[config.mk]
export PLATFORM = sky130hd
export DESIGN_NAME = ifetch_prefetch
export DESIGN_NICKNAME = d
export VERILOG_FILES = /design/src/rtl/ifetch_pkg.sv /design/src/rtl/sync_fifo.sv /design/src/rtl/ifetch_prefetch.sv
export SDC_FILE = /design/constraint.sdc
export NUM_CORES = 1
export LEC_CHECK = 0
export BUFFER_PORTS_ARGS = -buffer_cell sky130_fd_sc_hd__buf_2
export CORE_MARGIN = 3
export CORE_UTILIZATION = 25
export DETAILED_ROUTE_END_ITERATION = 6
export SYNTH_ARGS = -nofsm -noshare
export SYNTH_HDL_FRONTEND = slang
export SYNTH_SLANG_ARGS = --single-unit
export TNS_END_PERCENT = 10
[constraint.sdc]
create_clock -name clk -period 2.5 [get_ports clk]
set_clock_uncertainty 0.05 [all_clocks]
set_input_delay 0.125 -clock clk [delete_from_list [all_inputs] [get_ports clk]]
set_output_delay 0.125 -clock clk [all_outputs]
set_load 0.005 [all_outputs]
[src/rtl/ifetch_pkg.sv]
// ifetch_pkg: shared constants for the instruction-fetch front end.
//   XLEN / ILEN      : address and instruction widths
//   PC_STEP          : byte distance between sequential instruction words
//   RESET_PC_DEFAULT : default first fetch address after reset
//   NOP_INST         : canonical no-op encoding (addi x0, x0, 0)
//   align_pc()       : forces a byte address onto a word boundary
package ifetch_pkg;

  localparam int XLEN = 32;
  localparam int ILEN = 32;

  localparam logic [XLEN-1:0] PC_STEP          = 32'd4;
  localparam logic [XLEN-1:0] RESET_PC_DEFAULT = 32'h0000_0000;
  localparam logic [ILEN-1:0] NOP_INST         = 32'h0000_0013;

  function automatic logic [XLEN-1:0] align_pc(input logic [XLEN-1:0] pc);
    return pc & ~(XLEN'(3));
  endfunction

endpackage

[src/rtl/sync_fifo.sv]
// sync_fifo: single-clock FIFO with registered storage.
//   clk, rst : clock and synchronous active-high reset (pointers/count only)
//   push/din : write din at the tail
//   pop      : drop the head entry (ignored while empty)
//   flush    : empty the FIFO; wins over push and pop in the same cycle
//   dout     : current head entry (meaningless while count == 0)
//   count    : number of occupied entries, 0..DEPTH
module sync_fifo #(
  parameter  int DATA_W = 32,
  parameter  int DEPTH  = 4,
  localparam int PTR_W  = $clog2(DEPTH),
  localparam int CNT_W  = $clog2(DEPTH + 1)
) (
  input  logic              clk,
  input  logic              rst,
  input  logic              push,
  input  logic [DATA_W-1:0] din,
  input  logic              pop,
  input  logic              flush,
  output logic [DATA_W-1:0] dout,
  output logic [CNT_W-1:0]  count
);

  logic [DATA_W-1:0] mem [DEPTH];
  logic [PTR_W-1:0]  wr_ptr;
  logic [PTR_W-1:0]  rd_ptr;
  logic              pop_en;

  assign pop_en = pop && (count != '0);
  assign dout   = mem[rd_ptr];

  // Pointers wrap naturally because DEPTH is a power of two.
  always_ff @(posedge clk) begin
    if (rst || flush) begin
      wr_ptr <= '0;
      rd_ptr <= '0;
      count  <= '0;
    end else begin
      if (push)   wr_ptr <= wr_ptr + PTR_W'(1);
      if (pop_en) rd_ptr <= rd_ptr + PTR_W'(1);
      case ({push, pop_en})
        2'b10:   count <= count + CNT_W'(1);
        2'b01:   count <= count - CNT_W'(1);
        default: ;
      endcase
    end
  end

  // Storage carries no reset; stale contents are masked by count.
  always_ff @(posedge clk) begin
    if (push && !flush) mem[wr_ptr] <= din;
  end

  // The producer reserves space before asking for data, so a push into a
  // full FIFO means the reservation logic upstream is broken.
  always_ff @(posedge clk) begin
    if (!rst && !flush) begin
      assert (!(push && !pop_en && count == CNT_W'(DEPTH)))
        else $error("sync_fifo overflow");
    end
  end

endmodule

[src/rtl/ifetch_prefetch.sv]
// ifetch_prefetch: sequential instruction prefetcher feeding the core.
//   clk, rst                      : clock, synchronous active-high reset
//   mem_req_valid/ready/addr      : word fetch requests to instruction memory
//   mem_rsp_valid/data            : in-order responses, no backpressure
//   inst_valid/ready, inst/inst_pc: buffered instruction handed to the core
//   redirect, redirect_pc         : core-initiated change of fetch stream
// Requests are only issued while a FIFO slot is reserved for the answer
// (outstanding + buffered < DEPTH). On redirect every request still in
// flight becomes stale and is counted into drop_cnt; no new request goes
// out until all stale responses have drained.
module ifetch_prefetch
  import ifetch_pkg::*;
#(
  parameter int              DEPTH           = 4,
  parameter int              MAX_OUTSTANDING = 2,
  parameter logic [XLEN-1:0] RESET_PC        = RESET_PC_DEFAULT
) (
  input  logic            clk,
  input  logic            rst,
  output logic            mem_req_valid,
  input  logic            mem_req_ready,
  output logic [XLEN-1:0] mem_req_addr,
  input  logic            mem_rsp_valid,
  input  logic [ILEN-1:0] mem_rsp_data,
  output logic            inst_valid,
  input  logic            inst_ready,
  output logic [ILEN-1:0] inst,
  output logic [XLEN-1:0] inst_pc,
  input  logic            redirect,
  input  logic [XLEN-1:0] redirect_pc
);

  localparam int OUT_W = $clog2(MAX_OUTSTANDING + 1);
  localparam int CNT_W = $clog2(DEPTH + 1);
  localparam int SUM_W = CNT_W + 1;

  logic [XLEN-1:0]  fetch_pc;
  logic [XLEN-1:0]  head_pc;
  logic [XLEN-1:0]  redirect_target;
  logic [OUT_W-1:0] outstanding;
  logic [OUT_W-1:0] outstanding_next;
  logic [OUT_W-1:0] drop_cnt;
  logic [CNT_W-1:0] fifo_count;
  logic [SUM_W-1:0] reserved;
  logic             req_acc;
  logic             rsp_keep;
  logic             pop;

  assign redirect_target = align_pc(redirect_pc);
  assign reserved        = SUM_W'(outstanding) + SUM_W'(fifo_count);

  // Every term only loosens through an accept, so a raised request holds
  // its value until taken unless redirect or rst withdraws it.
  assign mem_req_valid = !rst && !redirect && (drop_cnt == '0)
                      && (outstanding < OUT_W'(MAX_OUTSTANDING))
                      && (reserved < SUM_W'(DEPTH));
  assign mem_req_addr  = fetch_pc;
  assign req_acc       = mem_req_valid && mem_req_ready;

  // A response arriving alongside a redirect belongs to the old stream.
  assign rsp_keep   = mem_rsp_valid && (drop_cnt == '0) && !redirect;
  assign inst_valid = (fifo_count != '0);
  assign inst_pc    = head_pc;
  assign pop        = inst_valid && inst_ready && !redirect;

  always_comb begin
    outstanding_next = outstanding;
    case ({req_acc, mem_rsp_valid})
      2'b10:   outstanding_next = outstanding + OUT_W'(1);
      2'b01:   outstanding_next = outstanding - OUT_W'(1);
      default: ;
    endcase
  end

  always_ff @(posedge clk) begin
    if (rst) begin
      fetch_pc    <= RESET_PC;
      head_pc     <= RESET_PC;
      outstanding <= '0;
      drop_cnt    <= '0;
    end else begin
      outstanding <= outstanding_next;
      if (redirect) begin
        fetch_pc <= redirect_target;
        head_pc  <= redirect_target;
        // Replaces any earlier drop count: everything still unanswered
        // after this edge is stale, including an older stale backlog.
        drop_cnt <= outstanding_next;
      end else begin
        if (req_acc) fetch_pc <= fetch_pc + PC_STEP;
        if (pop)     head_pc  <= head_pc + PC_STEP;
        if (mem_rsp_valid && drop_cnt != '0) drop_cnt <= drop_cnt - OUT_W'(1);
      end
    end
  end

  sync_fifo #(
    .DATA_W (ILEN),
    .DEPTH  (DEPTH)
  ) u_fifo (
    .clk   (clk),
    .rst   (rst),
    .push  (rsp_keep),
    .din   (mem_rsp_data),
    .pop   (pop),
    .flush (redirect),
    .dout  (inst),
    .count (fifo_count)
  );

endmodule
* Word level (Yosys, flattened, before mapping)
Memories as Yosys holds them, arrays and structs flattened. A register that Yosys moved wholly into a read port is not among the register bits.
Cells that the tools add are included.
** Word-level totals
- Bits in registers :: 75
- Bits in latches :: 0
- RAM bits :: 128
- ROM bits :: 0
- Bits of input ports :: 70
- Output and inout port bits :: 98
- Logic and storage cells :: 61
- Memories kept :: 1
** Memories
- u_fifo.mem :: words 4, bits a word 32, rd ports 1, clocked after Yosys merged registers in 1, wr ports 1, RTL line sync_fifo.sv:24 : logic [DATA_W-1:0] mem [DEPTH];
** Cells by class
- $add $sub $neg :: 10
- $mul :: 0
- Divide/modulo/power cells :: 0
- Magnitude comparators :: 2
- Equal/unequal tests :: 4
- Shifts and indexed selects :: 0
- Multiplexer cells :: 12
- Bitwise logic cells :: 0
- Reductions and logical operators :: 23
** Operators with widths (number)
- two-way mux 32 bit :: 4
- adder 32 x 3 -> 32 bit (second input constant) :: 2
- logical AND 1 bit :: 12
- nonzero test 2 bit :: 5
- two-way mux 2 bit :: 4
- adder 2 x 1 -> 2 bit (second input constant) :: 3
- case mux 3 bit (2 select lines) :: 1
- adder 2 x 3 -> 4 bit :: 1
- == test 2 x 1 -> 1 bit (second input constant) :: 2
- == test 2 bit (second input constant) :: 2
- < comparator 4 x 3 -> 1 bit (second input constant) :: 1
- case mux 2 bit (2 select lines) :: 1
- subtractor 2 x 1 -> 2 bit (second input constant) :: 2
- adder 3 x 1 -> 3 bit (second input constant) :: 1
- nonzero test 3 bit :: 1
- subtractor 3 x 1 -> 3 bit (second input constant) :: 1
- logical NOT 1 bit :: 2
- logical NOT 2 bit :: 1
- < comparator 2 bit (second input constant) :: 1
- two-way mux 1 bit :: 2
- OR reduction 2 bit :: 1
- logical OR 1 bit :: 1

* Logic depth before layout (Yosys ltp)
Gate-level depths: netlist (run 1).
- Depth in word-level cells :: 9
- Gate-level depth with buffers :: 11

* Cells and area by module
A second synthesis (run 1) with hierarchy kept.
** Second synthesis, totals
- Cell total of the unflattened synthesis :: 667
- Area total of the unflattened synthesis :: 8775.9 um^2
** Modules (own cells, without submodules)
- sync_fifo :: instances 1, cells an instance 215, area an instance 5104.9 um^2
- ifetch_prefetch :: instances 1, cells an instance 452, area an instance 3671.0 um^2

* Worst setup path before layout (run 1)
No wires, ideal clock.
- Kind :: flip-flop to flip-flop
- Start point :: reg u_fifo.count[1]
- End point :: reg drop_cnt[1]
- Arrival :: 2.338 ns
- Required time :: 2.391 ns
- Slack :: 0.052 ns
- Cell stages (with the launch flop) :: 8
- Path buffers :: 0
- Cells stage by stage :: dfxtp_1 -> ha_1 -> a311oi_4 -> nand3_2 -> ha_1 -> or3_1 -> a21oi_1 -> a22o_1
** Between the ends
- Word-level cells in the longest chain between the ends :: 7
** Ends and longest elaborated chain
- from (decl) :: RTL line sync_fifo.sv:21 : output logic [CNT_W-1:0] count
- from (signal assigned) :: RTL line sync_fifo.sv:42 : 2'b10: count <= count + CNT_W'(1);
- from (signal assigned) :: RTL line sync_fifo.sv:43 : 2'b01: count <= count - CNT_W'(1);
- adder 2 x 3 -> 4 bit (*) :: RTL line ifetch_prefetch.sv:50 : assign reserved = SUM_W'(outstanding) + SUM_W'(fifo_count);
- < comparator 4 x 3 -> 1 bit (*) :: RTL line ifetch_prefetch.sv:56 : && (reserved < SUM_W'(DEPTH));
- logical AND 1 bit (*) :: RTL line ifetch_prefetch.sv:56
- logical AND 1 bit (*) :: RTL line ifetch_prefetch.sv:58 : assign req_acc = mem_req_valid && mem_req_ready;
- == test 2 x 1 -> 1 bit or == test 2 bit (tied branches) :: RTL line ifetch_prefetch.sv:68 : case ({req_acc, mem_rsp_valid})
- case mux 2 bit (2 select lines) (*) :: RTL line ifetch_prefetch.sv:68
- two-way mux 2 bit (*) :: RTL line ifetch_prefetch.sv:83 : if (redirect) begin
- to (signal assigned) :: RTL line ifetch_prefetch.sv:88 : drop_cnt <= outstanding_next;
- to (signal assigned) :: RTL line ifetch_prefetch.sv:92 : if (mem_rsp_valid && drop_cnt != '0) drop_cnt <= drop_cnt - OUT_W'(1);
- to (decl) :: RTL line ifetch_prefetch.sv:42 : logic [OUT_W-1:0] drop_cnt;
Every way passes the cells marked *; elsewhere a longest branch is shown, timed or not.
A chain may end at the register's enable or synchronous reset.

* Worst setup path after layout (run 1)
- Start point :: reg outstanding[1]
- End point :: reg drop_cnt[1]
** Between the ends
- Word-level cells in the longest chain between the ends :: 7
** Ends and longest elaborated chain
- from (decl) :: RTL line ifetch_prefetch.sv:40 : logic [OUT_W-1:0] outstanding;
- from (signal assigned) :: RTL line ifetch_prefetch.sv:82 : outstanding <= outstanding_next;
- adder 2 x 3 -> 4 bit or < comparator 2 bit (tied branches) :: RTL line ifetch_prefetch.sv:50, ifetch_prefetch.sv:55
- < comparator 4 x 3 -> 1 bit or logical AND 1 bit (tied branches) :: RTL line ifetch_prefetch.sv:56, ifetch_prefetch.sv:55
- logical AND 1 bit :: RTL line ifetch_prefetch.sv:56
- logical AND 1 bit :: RTL line ifetch_prefetch.sv:58
- == test 2 x 1 -> 1 bit or == test 2 bit (tied branches) :: RTL line ifetch_prefetch.sv:68
- case mux 2 bit (2 select lines) (*) :: RTL line ifetch_prefetch.sv:68
- two-way mux 2 bit (*) :: RTL line ifetch_prefetch.sv:83
Marked as above.

==> results of run 1 <==
==> metrics by stage <==
stage | power [W] | hold slack [ps] | setup slack, ps | instances
2_1_floorplan | 0.00419 | 174 | 52.4 | 690
3_5_place_dp | 0.00452 | 296 | 254 | 1297
4_1_cts | 0.00763 | 0.776 | 217 | 1395
3_3_place_gp | 0.00451 | 291 | 254 | 1297
5_1_grt | 0.00784 | 30.9 | 55.4 | 1395
6_report | 0.00751 | 17.9 | 218 | 1395
==> kinds of logic after synthesis <==
logic type               Yosys count  synth area share [%]
AND/OR/NAND/NOR                  205                  13.0
buffers and inverters             75                  3.49
AO/OA/AOI/OAI                    138                  11.5
multiplexers                      33                  8.24
flip-flops                       201                  59.8
adder cells (fa/ha/maj)           11                  1.64
other                              1                0.0423
XOR/XNOR                          23                  2.27
==> final cells by class <==
cell class,instances,area [µm²],area share (%)
clock inverter,5,55.1,0.472
multi-input combinational,414,3270,28.0
clock buffer,31,597,5.12
inverter,32,120,1.03
sequential,201,5310,45.5
tap,455,569,4.88
timing repair buffer,257,1740,15.0
==> Yosys cell counts (2+ instances only) <==
cell type,n
xor2_1,10
xnor2_1,13
nor2_1,33
a31oi_1,12
nor4_1,21
a21oi_1,26
o21bai_1,13
a21boi_0,12
or3_1,8
o31a_1,18
nor2b_1,4
o41a_1,5
o21ai_0,8
clkbuf_1,26
o31ai_1,12
buf_2,7
buf_1,5
nand4_1,27
mux4_2,32
inv_1,32
ha_1,10
o311a_1,2
edfxtp_1,128
and3_1,11
or4_1,11
a211oi_1,15
nand3_1,16
nor3_1,16
o21a_1,7
nand2_1,31
buf_4,5
dfxtp_1,73
a21o_1,2
nor3b_1,5
and2_1,9
and4_1,7
==> power by group <==
part           total (W)  leakage [nW]  switching (W)  internal, W
sequential       0.00377          1.76       0.000107      0.00366
clock            0.00298         0.316        0.00123      0.00175
combinational   0.000761          2.07       0.000387     0.000374
==> metal layers <==
layer | track usage, % | share of wire [%]
met2 | 20.6 | 47
met1 | 16.5 | 44
met4 | 2.15 | 1.6
met3 | 2.95 | 7.0
met5 | 0 | 0
==> registers in the layout, indices dropped and copies added (netlist names), named ones only <==
signal and cells:
drop_cnt 2, inst_pc 30, mem_req_addr 30, outstanding 2, u_fifo.count 3, u_fifo.mem 128
u_fifo.rd_ptr 2, u_fifo.wr_ptr 2
==> cell usage in the layout, fill, tap and decap left out, drive strengths merged, types with 10 or more instances in the layout <==
cell type,count
nand2,31
buf,195
o21bai,13
or4,11
o31ai,13
nor2,33
ha,10
dlygate4sd3,62
dfxtp,73
mux4,32
xor2,10
a211oi,15
a21oi,26
and3,11
a31oi,12
nand4,28
nor4,21
nor3,16
clkbuf,31
o31a,18
nand3,17
inv,33
a21boi,12
xnor2,13
edfxtp,128
==> worst min-delay path by stage <==
stage,slack (ps),start,cells past startpoint,endpoint
final,20,redirect_pc[16],4,mem_req_addr[16]$_SDFFE_PP0P_
after global routing,30,redirect,2,drop_cnt[1]$_SDFFE_PP0P_
after CTS,0.8,redirect_pc[16],4,mem_req_addr[16]$_SDFFE_PP0P_
after detailed placement,300,mem_rsp_data[16],1,u_fifo.mem[0][16]$_DFFE_PP_
after global placement,290,mem_rsp_data[26],1,u_fifo.mem[2][26]$_DFFE_PP_
after floorplan,170,mem_rsp_data[0],0,u_fifo.mem[0][0]$_DFFE_PP_
==> worst max-delay path, delay by kind of cell, from the launching register on <==
family                   cells  cell delay, ps
AND/OR/NAND/NOR              2             480
adder cells (fa/ha/maj)      2             680
AO/OA/AOI/OAI                3             680
flip-flops                   1             340
==> results.py, run 1 <==
metrics = {
    "setup_path": {
        "critical_path_required_ps": 2880,
        "worst_setup_path_end_kind": "register",
        "arrival_ps": 2670,
        "cp_cell_sequence": "ha_1 -> a311oi_4 -> nand3_2 -> ha_1 -> or3_1 -> a21oi_1 -> a22o_1",
        "path_class": "register to register",
        "cp-startpoint": "outstanding[1]$_SDFF_PP0_",
        "rrSetupSlack_ps": 220,
        "critPathSlowestCell": "ha_1",
        "reg2regPathDepth": 7,
        "cpPeakStageDelay_ps": 350,
        "crit_end": "drop_cnt[1]$_SDFFE_PP0P_",
        "rr_endpoint": "drop_cnt[1]$_SDFFE_PP0P_",
        "cp-start-kind": "register",
        "cp_max_fo": 4,
        "reg2reg_from": "outstanding[1]$_SDFF_PP0_",
        "cp_common_cell": "ha_1",
    },
    "synth": {
        "synth_largest_area_cell": "edfxtp_1",
        "syn_area_um2": 8860,
        "async_flop_share_pct": 0,
        "synth.top_cell.area_share_pct": 43.4,
        "ys_ff_latch": 201,
        "synthFlopType": "edfxtp_1",
        "ys_seq_area_share_pct": 59.8,
        "synth-edff-count": 128,
        "synth_area_leaders": "edfxtp_1 43%, dfxtp_1 16%, mux4_2 8.1%",
        "synth_cell_types": 51,
        "syn_avg_cell_area_um2": 12.9,
        "synthCells": 687,
        "yosys_warnings": 0,
    },
    "finish": {
        "layout-drive-gt1-share_pct": 28.3,
        "final_util_pct": 33.6,
        "fillers": 3485,
        "num-nets-final": 1008,
        "fin_area_um2": 11700,
        "antennaDiodeCount": 0,
        "area_growth_pct": 31.5,
    },
    "global_routing": {
        "grt_first_pass_wirelength_mm": 37.8,
        "gr-total-overflow": 0,
        "grt_max_degree": 60,
        "grt_use_total_pct": 12.3,
        "antenna_found_initial": 0,
        "first_global_vias": 6671,
    },
    "cts": {
        "cts_buffers": 21,
        "cts-root-buf": "clkbuf_16",
        "cts_tree": "yes",
        "clk_latency_ps": 490,
        "clk_path_buf_depth": 3,
        "cts.sink_count": 201,
        "post_cts_buffers": 0,
        "cts_resized": 0,
        "cts_max_level": 1,
        "cts.clk_slew.worst_paths_ps": 60,
        "cts_hold_buf": 62,
    },
    "drt": {
        "drt_wl_total_mm": 23.7,
        "drc": 0,
        "routed-via-count": 6625,
        "wl_per_cell_um": 17.0,
        "dr.pass1.iters": 4,
        "viasPerCell": 4.75,
        "final_antenna_net_count": 0,
        "drtIter0Drc": 381,
    },
    "floorplan": {
        "die_w_um": 194,
        "std_cell_rows": 68,
        "die_h_um": 194,
        "io_pins": 168,
        "dieArea_um2": 37800,
        "initial_core_util_pct": 25.5,
        "core_um2": 34700,
    },
    "timing": {
        "maxSlewViolCount": 0,
        "rsz0062_at_grt": "no",
        "period_needed_ps": 2280,
        "setup_violations": 0,
        "hold_viol": 0,
        "tightest_slew_ps": 634,
        "tns_ps": 0,
        "fin_crit_sh_pct": 91.3,
        "fmax_ghz": 0.438,
        "slew_headroom_pct": 57.7,
    },
    "placed_design": {
        "port_buffers": 161,
        "globalplace.congestion": 0.785,
        "place_area_um2": 10400,
        "hpwl_mm": 16.2,
    },
    "power_and_ir_drop": {
        "leakagePower_nw": 4.14,
        "p_per_area_nw_per_um2": 644,
        "ir_worst_vdd_mv": 0.476,
    },
    "outcome": {
        "outcome": "completed",
    },
    "min_path": {
        "hold_path_class": "input pin to register",
    },
    "job": {
        "timing.max_cap.violations": 0,
    },
}
Power figures use the tool's default switching activity.
==> inputs of run 2 (changes only) <==
--- a/config.mk
+++ b/config.mk
@@ -7,8 +7,9 @@
 export LEC_CHECK = 0
 export BUFFER_PORTS_ARGS = -buffer_cell sky130_fd_sc_hd__buf_2
 export CORE_MARGIN = 3
-export CORE_UTILIZATION = 25
+export CORE_UTILIZATION = 50
 export DETAILED_ROUTE_END_ITERATION = 6
+export PLACE_DENSITY = 0.76
 export SYNTH_ARGS = -nofsm -noshare
 export SYNTH_HDL_FRONTEND = slang
 export SYNTH_SLANG_ARGS = --single-unit
==> run 2 against run 1 <==
Net effect:
- the flow now finishes with violations (hold timing)
- clock-buffer cell count shrank 7
- critical path type unchanged
- cell count decreased by 17%
- worst setup slack better by 7.3 ps
- die area fell by 49%
- wire length shrank 8.8%
- flip-flop and latch count is the same
- largest power group unchanged
- global-route usage grew 9.6 points
- maximum frequency increased by 0.32%
- final area is 2.3% lower
- register-to-register slack about the same
- clock power up 12%
==> results.py, run 2 (synthesized netlist as in run 1, its figures left out) <==
metrics = {
    "setup_path": {
        "cp-start-kind": "register",
        "cp_cell_sequence": "ha_1 -> a311oi_4 -> nand3_2 -> ha_1 -> or3_1 -> a21oi_1 -> a22o_1",
        "cp_common_cell": "ha_1",
        "cpPeakStageDelay_ps": 360,
        "critPathSlowestCell": "or3_1",
        "arrival_ps": 2660,
        "critical_path_required_ps": 2890,
        "path_class": "register to register",
        "cp_max_fo": 4,
        "worst_setup_path_end_kind": "register",
    },
    "finish": {
        "final_common_cell": "buf_2",
        "largest_register_ffs": 128,
        "antennaDiodeCount": 0,
        "num-nets-final": 998,
        "final_cell_mix": "161 x buf_2, 128 x edfxtp_1, 72 x dfxtp_1",
        "largest_register": "u_fifo.mem",
        "area_growth_pct": 28.6,
        "layout-drive-gt1-share_pct": 27.8,
        "fillers": 1261,
    },
    "drt": {
        "drt_wl_total_mm": 21.6,
        "dr.pass1.iters": 5,
        "routed-via-count": 6678,
        "viasPerCell": 5.77,
        "final_antenna_net_count": 0,
        "wl_per_cell_um": 18.7,
        "drc": 0,
        "drtIter0Drc": 438,
    },
    "power_and_ir_drop": {
        "leakagePower_nw": 4.13,
        "ir_worst_vdd_mv": 0.403,
        "p_per_area_nw_per_um2": 687,
    },
    "cts": {
        "cts-root-buf": "clkbuf_16",
        "cts.sink_count": 201,
        "cts_buffers": 21,
        "cts_tree": "yes",
        "clk_path_buf_depth": 3,
        "cts_max_level": 1,
        "cts.clk_slew.worst_paths_ps": 60,
        "clk_latency_ps": 500,
    },
    "timing": {
        "setup_violations": 0,
        "layout_setup_ws_ps": 225,
        "slew_headroom_pct": 38.2,
        "fin_crit_sh_pct": 91.0,
        "maxSlewViolCount": 0,
        "tns_ps": 0,
        "tightest_slew_ps": 926,
        "hold_viol": 1,
        "fmax_ghz": 0.440,
        "period_needed_ps": 2280,
        "fin_hold_ws_ps": -0.347,
        "rsz0062_at_grt": "no",
    },
    "floorplan": {
        "dieArea_um2": 19400,
        "core_um2": 17300,
        "initial_core_util_pct": 51.3,
        "die_h_um": 139,
        "std_cell_rows": 48,
        "io_pins": 168,
        "die_w_um": 139,
    },
    "placed_design": {
        "port_buffers": 161,
        "place_ws_ps": 251,
        "globalplace.congestion": 0.808,
        "hpwl_mm": 13.8,
    },
    "global_routing": {
        "antenna_found_initial": 0,
        "grt_first_pass_wirelength_mm": 34.6,
        "gr-total-overflow": 0,
        "grt_max_degree": 60,
        "grt_use_total_pct": 21.9,
        "first_global_vias": 6567,
    },
    "outcome": {
        "violations": "hold timing",
        "outcome": "complete, but fails checks",
    },
    "job": {
        "timing.max_cap.violations": 0,
    },
    "min_path": {
        "hold_path_class": "input pin to register",
    },
}
==> run 2: cell types whose count changed in the layout (fill, tap and decap cells not counted) <==
cell / change
clkinvlp_4: +2
buf_4: -12
bufinv_16: +4
clkbuf_4: -1
nor4_2: -1
clkbuf_8: -3
clkinvlp_2: +1
nor4_1: +1
clkinv_2: +2
clkbuf_1: -3
dlygate4sd3_1: +1
buf_12: +1
==> run 2: worst max-delay path, delay by kind of cell (launching register included) <==
kind,cells,cell delay (ps)
flip-flops,1,340
adder cells (fa/ha/maj),2,670
AND/OR/NAND/NOR,2,480
AO/OA/AOI/OAI,3,680
==> run 2: what timing repair did <==
| item | CTS | global route |
|---|---|---|
| buffers inserted | 0 | 0 |
| resized for setup | 0 | 0 |
| hold endpoints to repair | 184 | 0 |
| setup endpoints to repair | 0 | 0 |
| hold buffers | 63 | 0 |
==> run 2: path summary, 6_finish.rpt <==
kind / slack [ps] / end / cells past startpoint / from
worst max register to register: 220 / drop_cnt[1]$_SDFFE_PP0P_ / 7 / outstanding[1]$_SDFF_PP0_
worst max-delay path: 220 / drop_cnt[1]$_SDFFE_PP0P_ / 7 / outstanding[1]$_SDFF_PP0_
worst min register to register: 460 / u_fifo.wr_ptr[1]$_SDFFE_PP0P_ / 2 / u_fifo.wr_ptr[1]$_SDFFE_PP0P_
worst min-delay path: -0.3 / drop_cnt[1]$_SDFFE_PP0P_ / 2 / redirect
==> run 2: power breakdown <==
| group | switching [W] | total [W] | internal, W |
|---|---|---|---|
| clock | 0.00126 | 0.00333 | 0.00207 |
| combinational | 0.000357 | 0.000727 | 0.000370 |
| sequential | 0.000116 | 0.00378 | 0.00366 |
| total | 0.00174 | 0.00783 | 0.00610 |
==> run 2: per-layer routing <==
metal  wire length, µm  share of wire, %  global-route usage [%]  up-vias
li1                  -                 -                       -     3143
met1              8590                40                    27.9     3239
met2             11100                51                    38.5      271
met3              1640               7.6                    4.72       25
met4               325               1.5                    5.20        0
met5                 0                 0                       0        -
==> run 2: per-stage QoR <==
step | power, W | area (µm²) | std cells | util (%) | hold slack, ps
final | 0.00783 | 11400 | 1157 | 65.9 | -0.347
after global placement | 0.00447 | 10000 | 1056 | 57.9 | 291
after floorplan | 0.00419 | 8880 | 690 | - | 174
after CTS | 0.00791 | 11400 | 1157 | 65.9 | 3.56
after detailed placement | 0.00449 | 10000 | 1056 | 57.9 | 294
after global routing | 0.00813 | 11400 | 1157 | 65.9 | 17.9
==> run 2: cell type report <==
class / instances / area, µm² / share of cell area, %
Clock buffer: 24 / 537 / 4.71
Clock inverter: 14 / 205 / 1.80
Inverter: 32 / 120 / 1.05
Multi-Input combinational cell: 414 / 3260 / 28.6
Sequential cell: 201 / 5310 / 46.6
Tap cell: 225 / 282 / 2.47
Timing Repair Buffer: 247 / 1680 / 14.8
==> inputs of run 3 (changes only) <==
==> constraint.sdc (replaced) <==
create_clock -name clk -period 2.5 [get_ports clk]
set_clock_uncertainty 0.05 [all_clocks]
set_input_delay 0.5 -clock clk [delete_from_list [all_inputs] [get_ports clk]]
set_output_delay 0.5 -clock clk [all_outputs]
set_load 0.005 [all_outputs]
==> run 3 against run 2 <==
Net effect:
- sequential share of layout area rose by 2.8 points
- the run now ends clean
- highest routed layer unchanged
- final area fell by 5.7%
- total power fell by 6.6%
- clock power fell by 14%
- via count fell by 3.2%
- wire length fell by 5.2%
- worst setup slack got worse by 130 ps
==> results.py, run 3 (synthesized netlist as in run 1, its figures left out) <==
metrics = {
    "timing": {
        "fmax_ghz": 0.416,
        "tightest_slew_ps": 651,
        "maxSlewViolCount": 0,
        "setup_violations": 0,
        "slew_headroom_pct": 56.2,
        "hold_viol": 0,
        "fin_crit_sh_pct": 96.2,
        "period_needed_ps": 2410,
        "rsz0062_at_grt": "no",
        "tns_ps": 0,
    },
    "global_routing": {
        "grt_first_pass_wirelength_mm": 33.2,
        "grt_max_degree": 60,
        "met1_usage_pct": 27.8,
        "busiest_layer": "met2",
        "grt_use_met3_pct": 4.24,
        "met2_usage_pct": 35.7,
        "antenna_found_initial": 0,
        "gr-total-overflow": 0,
        "grt_use_total_pct": 20.7,
        "first_global_vias": 6357,
    },
    "min_path": {
        "min_path_cells": 1,
        "hold_path_class": "input pin to register",
        "hold_path_end": "u_fifo.mem[1][19]$_DFFE_PP_",
        "hp-start": "mem_rsp_data[19]",
    },
    "setup_path": {
        "cp_cell_sequence": "ha_1 -> a311oi_4 -> buf_6 -> and2_1 -> buf_2",
        "reg2regPathDepth": 8,
        "crit_buf_inv": 2,
        "cpPeakStageDelay_ps": 340,
        "path_class": "register to primary output",
        "cp-start-kind": "register",
        "rrSetupSlack_ps": 130,
        "critical_path_required_ps": 1950,
        "reg2reg_from": "outstanding[1]$_SDFF_PP0_",
        "arrival_ps": 1860,
        "rr_endpoint": "drop_cnt[1]$_SDFFE_PP0P_",
        "critPathSlowestCell": "dfxtp_2",
        "cp_max_fo": 4,
        "critical-path-top-delay-family": "flip-flops",
        "cp-startpoint": "outstanding[1]$_SDFF_PP0_",
        "worst_setup_path_end_kind": "primary output",
    },
    "finish": {
        "final_common_cell": "buf_2",
        "largest_register_ffs": 128,
        "antennaDiodeCount": 0,
        "num-nets-final": 945,
        "largest_register": "u_fifo.mem",
        "final_cell_mix": "161 x buf_2, 128 x edfxtp_1, 71 x dfxtp_1",
        "area_growth_pct": 21.3,
        "fillers": 1378,
        "layout-drive-gt1-share_pct": 29.8,
    },
    "drt": {
        "routed-via-count": 6465,
        "drtIter0Drc": 377,
        "drt_wl_total_mm": 20.5,
        "drc": 0,
        "dr.pass1.iters": 5,
        "wl_per_cell_um": 18.6,
        "viasPerCell": 5.86,
        "final_antenna_net_count": 0,
    },
    "floorplan": {
        "die_w_um": 139,
        "core_um2": 17300,
        "io_pins": 168,
        "die_h_um": 139,
        "std_cell_rows": 48,
        "initial_core_util_pct": 51.3,
        "dieArea_um2": 19400,
    },
    "cts": {
        "cts_max_level": 1,
        "cts.sink_count": 201,
        "clk_latency_ps": 480,
        "cts_buffers": 22,
        "cts-root-buf": "clkbuf_16",
        "cts_hold_buf": 0,
        "cts.clk_slew.worst_paths_ps": 60,
        "clk_path_buf_depth": 3,
        "cts_tree": "yes",
    },
    "power_and_ir_drop": {
        "leakagePower_nw": 3.88,
        "ir_worst_vdd_mv": 0.592,
        "p_per_area_nw_per_um2": 681,
        "total_power_w": 0.00732,
    },
    "outcome": {
        "outcome": "completed",
    },
    "placed_design": {
        "globalplace.congestion": 0.842,
        "port_buffers": 161,
        "hpwl_mm": 13.8,
    },
    "job": {
        "timing.max_cap.violations": 0,
    },
}
-- run 3: how the worst max path moves through the flow --
stage,to,slack [ps],cells past startpoint
final,mem_req_valid,90,5
after global routing,drop_cnt[1]$_SDFFE_PP0P_,2,8
after detailed placement,drop_cnt[1]$_SDFFE_PP0P_,250,7
after CTS,mem_req_valid,20,5
after floorplan,u_fifo.count[2]$_SDFFE_PP0P_,30,10
after global placement,drop_cnt[1]$_SDFFE_PP0P_,270,7
-- run 3: where the power goes --
group / total (W) / internal, W / switching (W)
Combinational: 0.000662 / 0.000321 / 0.000341
Sequential: 0.00378 / 0.00366 / 0.000115
Clock: 0.00288 / 0.00168 / 0.00120
-- run 3: area by class of cell --
cell class	count	area (µm²)	share of cell area, %
well taps	225	282	2.62
clock buffers	31	606	5.63
multi-input cells	414	3270	30.5
clock inverters	7	32.5	0.303
repair buffers	193	1130	10.5
inverters	32	120	1.12
flip-flops and latches	201	5310	49.4
-- run 3: through the flow --
stage          setup WS, ps  area, µm²  utilization, %  std cells  hold slack (ps)
2_1_floorplan          28.0       8880               -        690              419
3_3_place_gp            274      10100            58.3       1063              439
3_5_place_dp            252      10100            58.3       1063              443
4_1_cts                20.8      10700            62.0       1101              164
5_1_grt                2.47      10800            62.2       1103              166
6_report               94.8      10800            62.2       1103              183
-- run 3: timing repair --
item | 4_1_cts | 5_1_grt
pin swaps | 1 | 1
resized for setup | 1 | 4
buffers inserted | 0 | 2
endpoints found under the setup margin | 1 | 1
-- run 3: per-layer routing --
layer  routed length, µm  vias to the layer above
met5                   0                        -
met2               10000                      277
met4                 271                        0
met1                8310                     3122
li1                    -                     3044
met3                1920                       22
